$ cat src/rtl/parallel_serial_tx.sv
// Transmit-side serializer: sends bytes MSB first, one bit per clock, behind a
// comma-based alignment preamble, and fills idle byte slots with the comma character.
module parallel_serial_tx #(
  parameter logic [7:0]  COMMA       = 8'hBC,
  parameter int unsigned SYNC_COMMAS = 4
) (
  input  logic       CLK,
  input  logic       RESET,
  input  logic [7:0] DATA_IN,
  input  logic       VALID_IN,
  output logic       READY_OUT,
  output logic       DATA_OUT,
  output logic       FRAME_OUT,
  output logic       LINK_UP
);

  typedef enum logic {
    SYNC = 1'b0,
    LINK = 1'b1
  } state_t;

  localparam logic [7:0] LAST_COMMA = 8'(SYNC_COMMAS - 1);

  state_t     state_r;
  state_t     state_s;
  logic [7:0] shreg_r;
  logic [7:0] shreg_s;
  logic [7:0] comma_cnt_r;
  logic [7:0] comma_cnt_s;
  logic [2:0] bit_cnt_r;
  logic       data_out_r;
  logic       frame_out_r;
  logic       byte_end_s;
  logic       last_sync_s;

  // Handshake window and status decode, from registered state only
  always_comb begin
    byte_end_s  = (bit_cnt_r == 3'd7);
    last_sync_s = (comma_cnt_r == LAST_COMMA);
    READY_OUT   = byte_end_s && ((state_r == LINK) || last_sync_s);
    LINK_UP     = (state_r == LINK);
    DATA_OUT    = data_out_r;
    FRAME_OUT   = frame_out_r;
  end

  // Next-state, comma counting and byte reload at the LSB edge of each slot
  always_comb begin
    state_s     = state_r;
    comma_cnt_s = comma_cnt_r;
    shreg_s     = shreg_r;
    if (byte_end_s) begin
      if (READY_OUT && VALID_IN) begin
        shreg_s = DATA_IN;
      end else begin
        shreg_s = COMMA;
      end
      case (state_r)
        SYNC: begin
          if (last_sync_s) begin
            state_s = LINK;
          end else begin
            comma_cnt_s = comma_cnt_r + 8'd1;
          end
        end
        LINK:    state_s = LINK;
        default: state_s = SYNC;
      endcase
    end else begin
      shreg_s = shreg_r;
    end
  end

  // State registers and the registered serial/frame outputs
  always_ff @(posedge CLK) begin
    if (RESET) begin
      state_r     <= SYNC;
      shreg_r     <= COMMA;
      bit_cnt_r   <= 3'd0;
      comma_cnt_r <= 8'd0;
      data_out_r  <= 1'b0;
      frame_out_r <= 1'b0;
    end else begin
      state_r     <= state_s;
      shreg_r     <= shreg_s;
      comma_cnt_r <= comma_cnt_s;
      bit_cnt_r   <= bit_cnt_r + 3'd1;
      data_out_r  <= shreg_r[3'd7 - bit_cnt_r];
      frame_out_r <= (bit_cnt_r == 3'd0);
    end
  end

endmodule

$ cat config.mk
export PLATFORM = sky130hd
export DESIGN_NAME = parallel_serial_tx
export DESIGN_NICKNAME = d
export VERILOG_FILES = /design/src/rtl/parallel_serial_tx.sv
export SDC_FILE = /design/constraint.sdc
export NUM_CORES = 1
export LEC_CHECK = 0
export BUFFER_PORTS_ARGS = -buffer_cell sky130_fd_sc_hd__buf_2
export CAP_MARGIN = 15
export CORE_MARGIN = 5
export CORE_UTILIZATION = 54
export DETAILED_ROUTE_END_ITERATION = 8
export PLACE_DENSITY = 0.87
export REMOVE_ABC_BUFFERS = 1
export SETUP_SLACK_MARGIN = 0.1
export SYNTH_ARGS = -nofsm -noshare
export SYNTH_HDL_FRONTEND = slang
export SYNTH_SLANG_ARGS = --single-unit
$ cat constraint.sdc
create_clock -name CLK -period 1.9 [get_ports CLK]
set_input_delay 0.095 -clock CLK [delete_from_list [all_inputs] [get_ports CLK]]
set_output_delay 0.095 -clock CLK [all_outputs]
set_load 0.01 [all_outputs]
==> flow_summary_export.csv, run 1 <==
group,metric,value,unit
run_status,status,"finished, final reports clean",
placed_design,gp_congestion,0.775,
power,peakVddDrop,0.584,mV
synthesis,syn-cell-area,1010,µm²
critical_path,end_kind,"primary output",
synthesis,muxShareOfSynthArea,7.57,%
finish,areaGrowthSynthToFinish,17.7,%
clock_tree,htreeDepth,1,
critical_path,critical-path-slowest-cell,"dfxtp_1",
timing,tightest_slew,0.527,ns
synthesis,ys_warn_count,0,
timing,finalHoldViolations,0,
critical_path,start_kind,"register",
global_route,grt_antenna_before_repair,0,
placed_design,place_hpwl,1330,µm
timing,setup_violations,0,
timing,max_freq,552,MHz
critical_path,cp.required,1.80,ns
detailed_routing,drc,0,
detailed_routing,vias,832,
timing,drv_slew,0,
global_route,track_usage,17.7,%
synthesis,yosys.area_share.simple,25.7,%
critical_path,critPathTopFamily,"simple AND/OR/NAND/NOR gates",
floorplan,core_area,1750,µm²
power,leakage,0.442,nW
floorplan,die-area,2830,µm²
finish,final_nets,132,
critical_path,critical_path.max_fanout,9,
synthesis,avgSynthCellArea,9.98,µm²
detailed_routing,via_per_inst,5.90,
synthesis,synth_compound_area_share,14.5,%
floorplan,start_util,57.8,%
synthesis,synthArstFlopShare,0,%
synthesis,synth_top_family_by_area,"simple AND/OR/NAND/NOR gates",
clock_tree,numCtsBuffers,3,
synthesis,synth_xor_xnor_area_share,0,%
timing,timing.final.crit_share,95.3,%
clock_tree,clk_latency,0.31,ns
global_route,overflow,0,
clock_tree,cts-root-buf,"clkbuf_4",
placed_design,port_buffers,14,
critical_path,critPathArrivalTime,1.72,ns
detailed_routing,first_iter_violations,32,
clock_tree,clkSlewWorstSetupHoldPaths,0.13,ns
finish,drive_gt1_share,29.3,%
floorplan,ios,15,
detailed_routing,wl,2250,µm
clock_tree,clock_path_buffers,2,
hold_path,worstHoldPathType,"input port to register",
detailed_routing,ant_nets,0,
synthesis,netlist_instances,101,
synthesis,synth_edf_count,0,
detailed_routing,dr.pass1.iters,4,
clock_tree,cts_tree,"built",
flow_run,maxCapViolations,0,
critical_path,path_buf_inv,1,
floorplan,row_count,15,
floorplan,fp.dieW,53.2,µm
timing,min_period,1.81,ns
synthesis,ys_seq_area_share,43.7,%
global_route,grt_max_degree,20,
timing,skew,0.00615,ns
synthesis,synthAdderAreaFrac,4.96,%
synthesis,ys.flop_type,"dfxtp_1",
critical_path,slowest_delay,0.41,ns
clock_tree,cts.sinks,22,
power,powerDensity,758,nW/µm²
global_route,grt_pass1_vias,780,
detailed_routing,avgRoutedWirePerCell,15.9,µm
finish,final_util,68.0,%
synthesis,synth-seq-cells,22,
finish,fin_area,1190,µm²
synthesis,ys_types,32,
timing,rsz0062_at_grt,"yes",
critical_path,crit_chain,"ha_1, nor4b_4, a21oi_4, nor2b_1, buf_2",
timing,relSlewSlack,64.8,%
floorplan,die_h,53.2,µm
critical_path,path_class,"register to primary output",
finish,n_antenna_cell,0,
placed_design,dpl-instance-area,1080,µm²
global_route,grt_pass1_wl,3660,µm
## layer usage
layer  vias to the layer above  routed length (µm)  global-route usage, %
met5                         -                   0                      0
met4                         0                  25                   5.96
met3                         4                 159                   2.82
met2                        46                1080                   27.6
met1                       381                 981                   24.5
li1                        401                   -                      -
## worst register-to-register path: stages (launching register included)
cell	delay, ns
dfxtp_1	0.43
ha_2	0.30
nand4b_4	0.17
or3_2	0.50
a21oi_1	0.19
## what timing repair did
item,CTS,global route
gates resized for setup,4,5
pin swaps,0,0
hold buffers,0,0
hold endpoints to repair,0,0
setup buffers,1,0
endpoints found under the setup margin,1,6
## cells in the final DEF (no fill, tap or decap), types with 2 or more instances in the layout
cell type  netlist  final
clkbuf_4         0      3
o31ai_1          2      2
ha_1             4      2
or4_1            2      2
a21oi_1          7      6
nand3_1          3      3
or3_2            3      3
buf_2            0     14
o22a_1           5      5
mux2i_1          2      2
nand2_1          9      9
inv_1            2      2
dfxtp_1         22     21
o21ai_0          6      6
nor2_1           5      5
nand2b_1         2      2
mux4_2           2      2
nand3b_1         5      5
nor2b_1          5      5
## stage by stage
stage	worst slack (ns)	instances	total power, mW	setup TNS [ns]	hold slack (ns)
floorplan	0.327	97	0.520	0	0.162
global placement	0.243	136	0.542	0	0.369
detailed placement	0.193	136	0.545	0	0.375
CTS	0.149	141	0.896	0	0.0388
global route	-0.000516	141	0.930	-0.000516	0.0569
finish	0.0896	141	0.900	0	0.0354
## cell families after synthesis
logic type,Yosys count
AND/OR/NAND/NOR,41
AO/OA/AOI/OAI,23
flip-flops,22
buffers and inverters,6
multiplexers,5
adder cells (fa/ha/maj),4
## path summary, 6_finish.rpt
check / cells after the start / end / slack, ns / start
max: 5 / READY_OUT / 0.09 / comma_cnt_r[0]$_SDFFE_PP0P_
min: 3 / shreg_r[1]$_SDFFE_PP0P_ / 0.04 / DATA_IN[1]
max reg2reg: 4 / comma_cnt_r[3]$_SDFFE_PP0P_ / 0.23 / bit_cnt_r[1]$_SDFF_PP0_
min reg2reg: 2 / shreg_r[1]$_SDFFE_PP0P_ / 0.48 / shreg_r[1]$_SDFFE_PP0P_
## flip-flops by register name, summed over array words and instances (netlist names)
| register | cells |
|---|---|
| FRAME_OUT | 1 |
| LINK_UP | 1 |
| DATA_OUT | 1 |
| bit_cnt_r | 3 |
| comma_cnt_r | 8 |
| shreg_r | 8 |
## report_power, final
group | switching [mW] | internal, mW
clock network | 0.147 | 0.213
logic | 0.0265 | 0.0304
registers | 0.0111 | 0.471
## cells in the mapped netlist, types with 2 or more instances
cell type	count	share of area, %
dfxtp_1	22	44
nand2_1	9	3.3
a21oi_1	7	3.5
o21ai_0	6	3.0
nand3b_1	5	3.7
nor2_1	5	1.9
nor2b_1	5	3.1
o22a_1	5	4.3
ha_1	4	5.0
nand3_1	3	1.5
or3_2	3	2.2
inv_1	2	0.74
mux2i_1	2	2.0
mux4_2	2	4.5
nand2b_1	2	1.2
o31ai_1	2	1.5
or4_1	2	1.5
## cell type report
| type | count | area, µm² |
|---|---|---|
| clock buffer | 3 | 22.5 |
| clock inverter | 1 | 30.0 |
| fill | 121 | 558 |
| inverter | 2 | 7.51 |
| multi-input combinational | 73 | 577 |
| sequential | 22 | 442 |
| tap | 25 | 31.3 |
| timing repair buffer | 15 | 77.6 |
(Power assumes the default switching activity.)
==> run 2: changes to the inputs <==
Settings changed: SETUP_SLACK_MARGIN 0.1 to unset.
==> flow_summary_export.csv, run 2 (synthesis results as in run 1) <==
group,metric,value,unit
timing,skew,0.00217,ns
power,p_switching,0.185,mW
timing,timing.final.crit_share,94.1,%
finish,areaGrowthSynthToFinish,16.1,%
run_status,status,"finished, final reports clean",
hold_path,worstHoldPathType,"input port to register",
power,comb_power_share,6.3,%
detailed_routing,avgRoutedWirePerCell,14.8,µm
floorplan,row_count,15,
detailed_routing,via_per_inst,5.89,
detailed_routing,ant_nets,0,
global_route,grt_pass1_wl,3510,µm
finish,largestRegisters,"comma_cnt_r x8, shreg_r x8, bit_cnt_r x3",
critical_path,critPathArrivalTime,2.03,ns
placed_design,gp_congestion,0.775,
finish,final_util,67.1,%
timing,tightest_slew,0.520,ns
detailed_routing,dr.pass1.iters,4,
timing,rsz0062_at_grt,"no",
clock_tree,cts-root-buf,"clkbuf_4",
critical_path,end_kind,"register",
floorplan,die-area,2830,µm²
global_route,grt_max_degree,20,
detailed_routing,first_iter_violations,38,
clock_tree,clk_latency,0.31,ns
finish,final_nets,132,
timing,drv_slew,0,
power,swShare,20.6,%
clock_tree,htreeDepth,1,
placed_design,port_buffers,14,
clock_tree,clock_path_buffers,2,
detailed_routing,wl,2080,µm
global_route,grt_antenna_before_repair,0,
clock_tree,cts.sinks,22,
detailed_routing,vias,831,
clock_tree,numCtsBuffers,3,
finish,layout_common_cells,"dfxtp_1 (22), buf_2 (14), nand2_1 (9)",
power,clkPwrFrac,40.1,%
power,peakVddDrop,0.618,mV
timing,max_freq,559,MHz
clock_tree,cts_hold_buf,0,
clock_tree,cts_tree,"built",
power,intPower,0.714,mW
finish,drive_gt1_share,26.7,%
critical_path,critical_path.max_fanout,10,
critical_path,cp.required,2.15,ns
floorplan,core_area,1750,µm²
clock_tree,clkSlewWorstSetupHoldPaths,0.13,ns
global_route,track_usage,16.6,%
timing,whs,0.0377,ns
floorplan,fp.dieW,53.2,µm
floorplan,start_util,57.8,%
power,powerDensity,767,nW/µm²
critical_path,path_class,"register to register",
finish,final_cells,141,
timing,setup_violations,0,
critical_path,start_kind,"register",
flow_run,maxCapViolations,0,
detailed_routing,drc,0,
timing,min_period,1.79,ns
power,leakage,0.440,nW
timing,relSlewSlack,65.3,%
finish,final_common_cell,"dfxtp_1",
timing,finalHoldViolations,0,
power,seq_power_share,53.6,%
placed_design,dp.cells,136,
floorplan,die_h,53.2,µm
global_route,overflow,0,
global_route,grt_pass1_vias,779,
placed_design,place_hpwl,1330,µm
floorplan,ios,15,
timing,setup_total_negative_slack,0,ns
finish,n_antenna_cell,0,
run 2: layer usage:
metal / part of all wire, % / track usage (%) / vias to the layer above / wire [µm]
met2: 47 / 25.9 / 26 / 981
met3: 4.5 / 2.82 / 4 / 94
li1: - / - / 402 / -
met1: 47 / 22.6 / 399 / 977
met4: 1.3 / 6.38 / 0 / 28
met5: 0 / 0 / - / 0
run 2: cell type report:
| type | instances | area [µm²] |
|---|---|---|
| Timing Repair Buffer | 15 | 77.6 |
| Inverter | 2 | 7.51 |
| Fill cell | 122 | 574 |
| Clock inverter | 1 | 30.0 |
| Multi-Input combinational cell | 73 | 562 |
| Clock buffer | 3 | 22.5 |
| Sequential cell | 22 | 440 |
| Tap cell | 25 | 31.3 |
run 2: what timing repair did:
action                                  4_1_cts  5_1_grt
endpoints found under the setup margin        1        1
gates resized for setup                       3        2
setup buffers                                 0        1
run 2: power by group through the flow:
stage | Clock (mW) | Combinational (mW) | Sequential [mW]
2_1_floorplan | 0 | 0.0286 | 0.491
3_3_place_gp | 0 | 0.0518 | 0.490
3_5_place_dp | 0 | 0.0539 | 0.492
4_1_cts | 0.359 | 0.0547 | 0.481
5_1_grt | 0.381 | 0.0626 | 0.484
6_report | 0.361 | 0.0562 | 0.482
run 2: worst paths after layout:
check	startpoint	to	slack (ns)	depth (start not counted)
max	bit_cnt_r[0]$_SDFF_PP0_	comma_cnt_r[6]$_SDFFE_PP0P_	0.11	4
min	DATA_IN[1]	shreg_r[1]$_SDFFE_PP0P_	0.04	3
max reg2reg	bit_cnt_r[0]$_SDFF_PP0_	comma_cnt_r[6]$_SDFFE_PP0P_	0.11	4
min reg2reg	shreg_r[1]$_SDFFE_PP0P_	shreg_r[1]$_SDFFE_PP0P_	0.48	2
run 2: worst max-delay path, cell delays in order, from the launching register on:
cell and delay (ns):
dfxtp_1 0.46, ha_1 0.35, nand4b_4 0.19, or4_1 0.55
a21oi_1 0.17
run 2: through the flow:
| stage | instance area (µm²) | worst slack [ns] | power [mW] |
|---|---|---|---|
| floorplan | 980 | 0.327 | 0.520 |
| global placement | 1080 | 0.243 | 0.542 |
| detailed placement | 1080 | 0.193 | 0.545 |
| CTS | 1150 | 0.0751 | 0.895 |
| global route | 1170 | 0.00714 | 0.927 |
| finish | 1170 | 0.112 | 0.899 |
==> run 3: changes to the inputs <==
Settings changed: ABC_AREA set to 1, CORE_UTILIZATION 54 to 55, PLACE_DENSITY 0.87 to 0.88.
==> flow_summary_export.csv, run 3 <==
group,metric,value,unit
detailed_routing,first_iter_violations,6,
global_route,grt_pass1_wl,3640,µm
timing,timing.final.crit_share,92.4,%
clock_tree,clock_path_buffers,2,
critical_path,critical_path.max_fanout,10,
global_route,grt_max_degree,22,
flow_run,maxCapViolations,0,
clock_tree,cts-root-buf,"clkbuf_4",
floorplan,row_count,16,
finish,areaGrowthSynthToFinish,12.1,%
synthesis,synth_common_cells,"nand2_1 (43), dfxtp_1 (22), inv_1 (18), nor2_1 (18), a21oi_1 (16)",
placed_design,gp_congestion,0.784,
critical_path,cp.required,1.80,ns
synthesis,synthArstFlopShare,0,%
detailed_routing,drc,0,
synthesis,netlist_instances,155,
placed_design,dp.cells,193,
power,seq_power_share,60.9,%
finish,largestRegisters,"comma_cnt_r x8, shreg_r x8, bit_cnt_r x3",
timing,min_period,1.76,ns
synthesis,synth_top_family_by_area,"simple AND/OR/NAND/NOR gates",
synthesis,ys_warn_count,0,
synthesis,synth-seq-cells,22,
timing,setup_total_negative_slack,0,ns
clock_tree,cts_tree,"built",
finish,final_common_cell,"nand2_1",
clock_tree,numCtsBuffers,3,
power,p_switching,0.176,mW
timing,skew,0.00481,ns
synthesis,ys_types,20,
critical_path,end_kind,"primary output",
run_status,status,"finished, final reports clean",
global_route,overflow,0,
timing,whs,0.0504,ns
clock_tree,htreeDepth,1,
clock_tree,cts_resized,0,
global_route,grt_antenna_before_repair,0,
synthesis,yosys.area_share.simple,31.5,%
clock_tree,clk_latency,0.30,ns
hold_path,holdCritStartpoint,"DATA_IN[0]",
clock_tree,clkSlewWorstSetupHoldPaths,0.11,ns
placed_design,port_buffers,14,
floorplan,ios,15,
timing,setup_violations,0,
power,clkPwrFrac,31.7,%
detailed_routing,avgRoutedWirePerCell,10.3,µm
floorplan,die_h,54.5,µm
detailed_routing,vias,978,
synthesis,synth_xor_xnor_area_share,3.22,%
timing,finalHoldViolations,0,
floorplan,start_util,56.6,%
clock_tree,cts.sinks,22,
synthesis,ys.flop_type,"dfxtp_1",
detailed_routing,dr.pass1.iters,4,
critical_path,path_class,"register to primary output",
synthesis,syn-cell-area,1090,µm²
floorplan,fp.dieW,54.5,µm
finish,final_cells,197,
power,swShare,22.3,%
synthesis,synth_top_area_share,40.5,%
critical_path,crit_start,"bit_cnt_r[0]$_SDFF_PP0_",
floorplan,core_area,1920,µm²
synthesis,synthAdderAreaFrac,4.60,%
power,leakage,0.506,nW
timing,max_freq,569,MHz
finish,fillers,199,
floorplan,die-area,2970,µm²
detailed_routing,wl,2040,µm
synthesis,synthTopCellsByArea,"dfxtp_1 (41%), nand2_1 (15%), a21oi_1 (7.4%)",
critical_path,r2r-start,"bit_cnt_r[0]$_SDFF_PP0_",
global_route,track_usage,17.0,%
power,comb_power_share,7.4,%
detailed_routing,via_per_inst,4.96,
timing,relSlewSlack,74.6,%
timing,rsz0062_at_grt,"no",
timing,tightest_slew,0.381,ns
synthesis,synth_compound_area_share,11.4,%
clock_tree,cts_hold_buf,0,
synthesis,yosysTopAreaCell,"dfxtp_1",
synthesis,synth.most_common_cell,"nand2_1",
synthesis,synth_edf_count,0,
critical_path,critPathArrivalTime,1.66,ns
critical_path,start_kind,"register",
finish,drive_gt1_share,14.7,%
timing,drv_slew,0,
synthesis,muxShareOfSynthArea,0,%
placed_design,place_hpwl,1510,µm
power,powerDensity,648,nW/µm²
synthesis,ys_seq_area_share,40.5,%
synthesis,avgSynthCellArea,7.01,µm²
power,intPower,0.614,mW
finish,final_nets,186,
finish,layout_common_cells,"nand2_1 (43), dfxtp_1 (22), inv_1 (18), nor2_1 (18), a21oi_1 (16)",
clock_tree,cts_setup_buffers,0,
detailed_routing,ant_nets,0,
finish,n_antenna_cell,0,
hold_path,worstHoldPathType,"input port to register",
global_route,grt_pass1_vias,881,
power,peakVddDrop,0.467,mV
-- run 3: worst max-delay path, cell delays in order (launching register included) --
cell and delay [ns]:
dfxtp_1 0.44, ha_1 0.20, ha_1 0.18, clkinv_1 0.24, nor2_1 0.16, buf_2 0.14
-- run 3: path summary, 6_finish.rpt --
| path | cells after the start | slack [ns] | to |
|---|---|---|---|
| hold / removal | 3 | 0.05 | shreg_r[0]$_SDFFE_PP0P_ |
| setup / recovery | 5 | 0.14 | READY_OUT |
| setup reg to reg | 5 | 0.48 | shreg_r[5]$_SDFFE_PP1P_ |
| hold reg to reg | 2 | 0.47 | shreg_r[6]$_SDFFE_PP0P_ |
-- run 3: layout make-up --
type                            count  area (µm²)  area share [%]
Clock buffer                        4        36.3            2.98
Multi-Input combinational cell    108         552            45.3
Inverter                           21        78.8            6.47
Sequential cell                    22         440            36.1
Tap cell                           27        33.8            2.77
Timing Repair Buffer               15        77.6            6.37
-- run 3: stage by stage --
step | instance area (µm²) | utilization (%) | worst slack [ns] | total power, mW
finish | 1220 | 63.4 | 0.144 | 0.790
global route | 1220 | 63.4 | 0.0169 | 0.826
CTS | 1220 | 63.4 | 0.133 | 0.799
detailed placement | 1180 | 61.5 | 0.490 | 0.550
global placement | 1180 | 61.5 | 0.516 | 0.548
floorplan | 1070 | - | 0.361 | 0.521
-- run 3: kinds of logic (layout without fill, tap and decap cells) --
kind of cell,count (synthesis),count (layout)
and+or+nand+nor,76,76
buffers and inverters,25,40
AOI/OAI and AO/OA,24,24
DFF,22,22
adders and majority gates,4,4
xor gates and xnor gates,4,4
-- run 3: metal layers --
metal  GRT usage, %  vias up  part of all wire (%)
met3           2.45        6                   3.6
li1               -      520                     -
met4           11.2        0                   3.5
met2           28.3       17                    51
met1           20.1      435                    42
met5              0        -                     0
-- run 3: power groups by stage --
stage          sequential [mW]  clock [mW]  combinational, mW
6_report                 0.481       0.250             0.0588
3_3_place_gp             0.490           0             0.0574
5_1_grt                  0.483       0.273             0.0702
3_5_place_dp             0.491           0             0.0597
2_1_floorplan            0.492           0             0.0283
4_1_cts                  0.480       0.259             0.0595
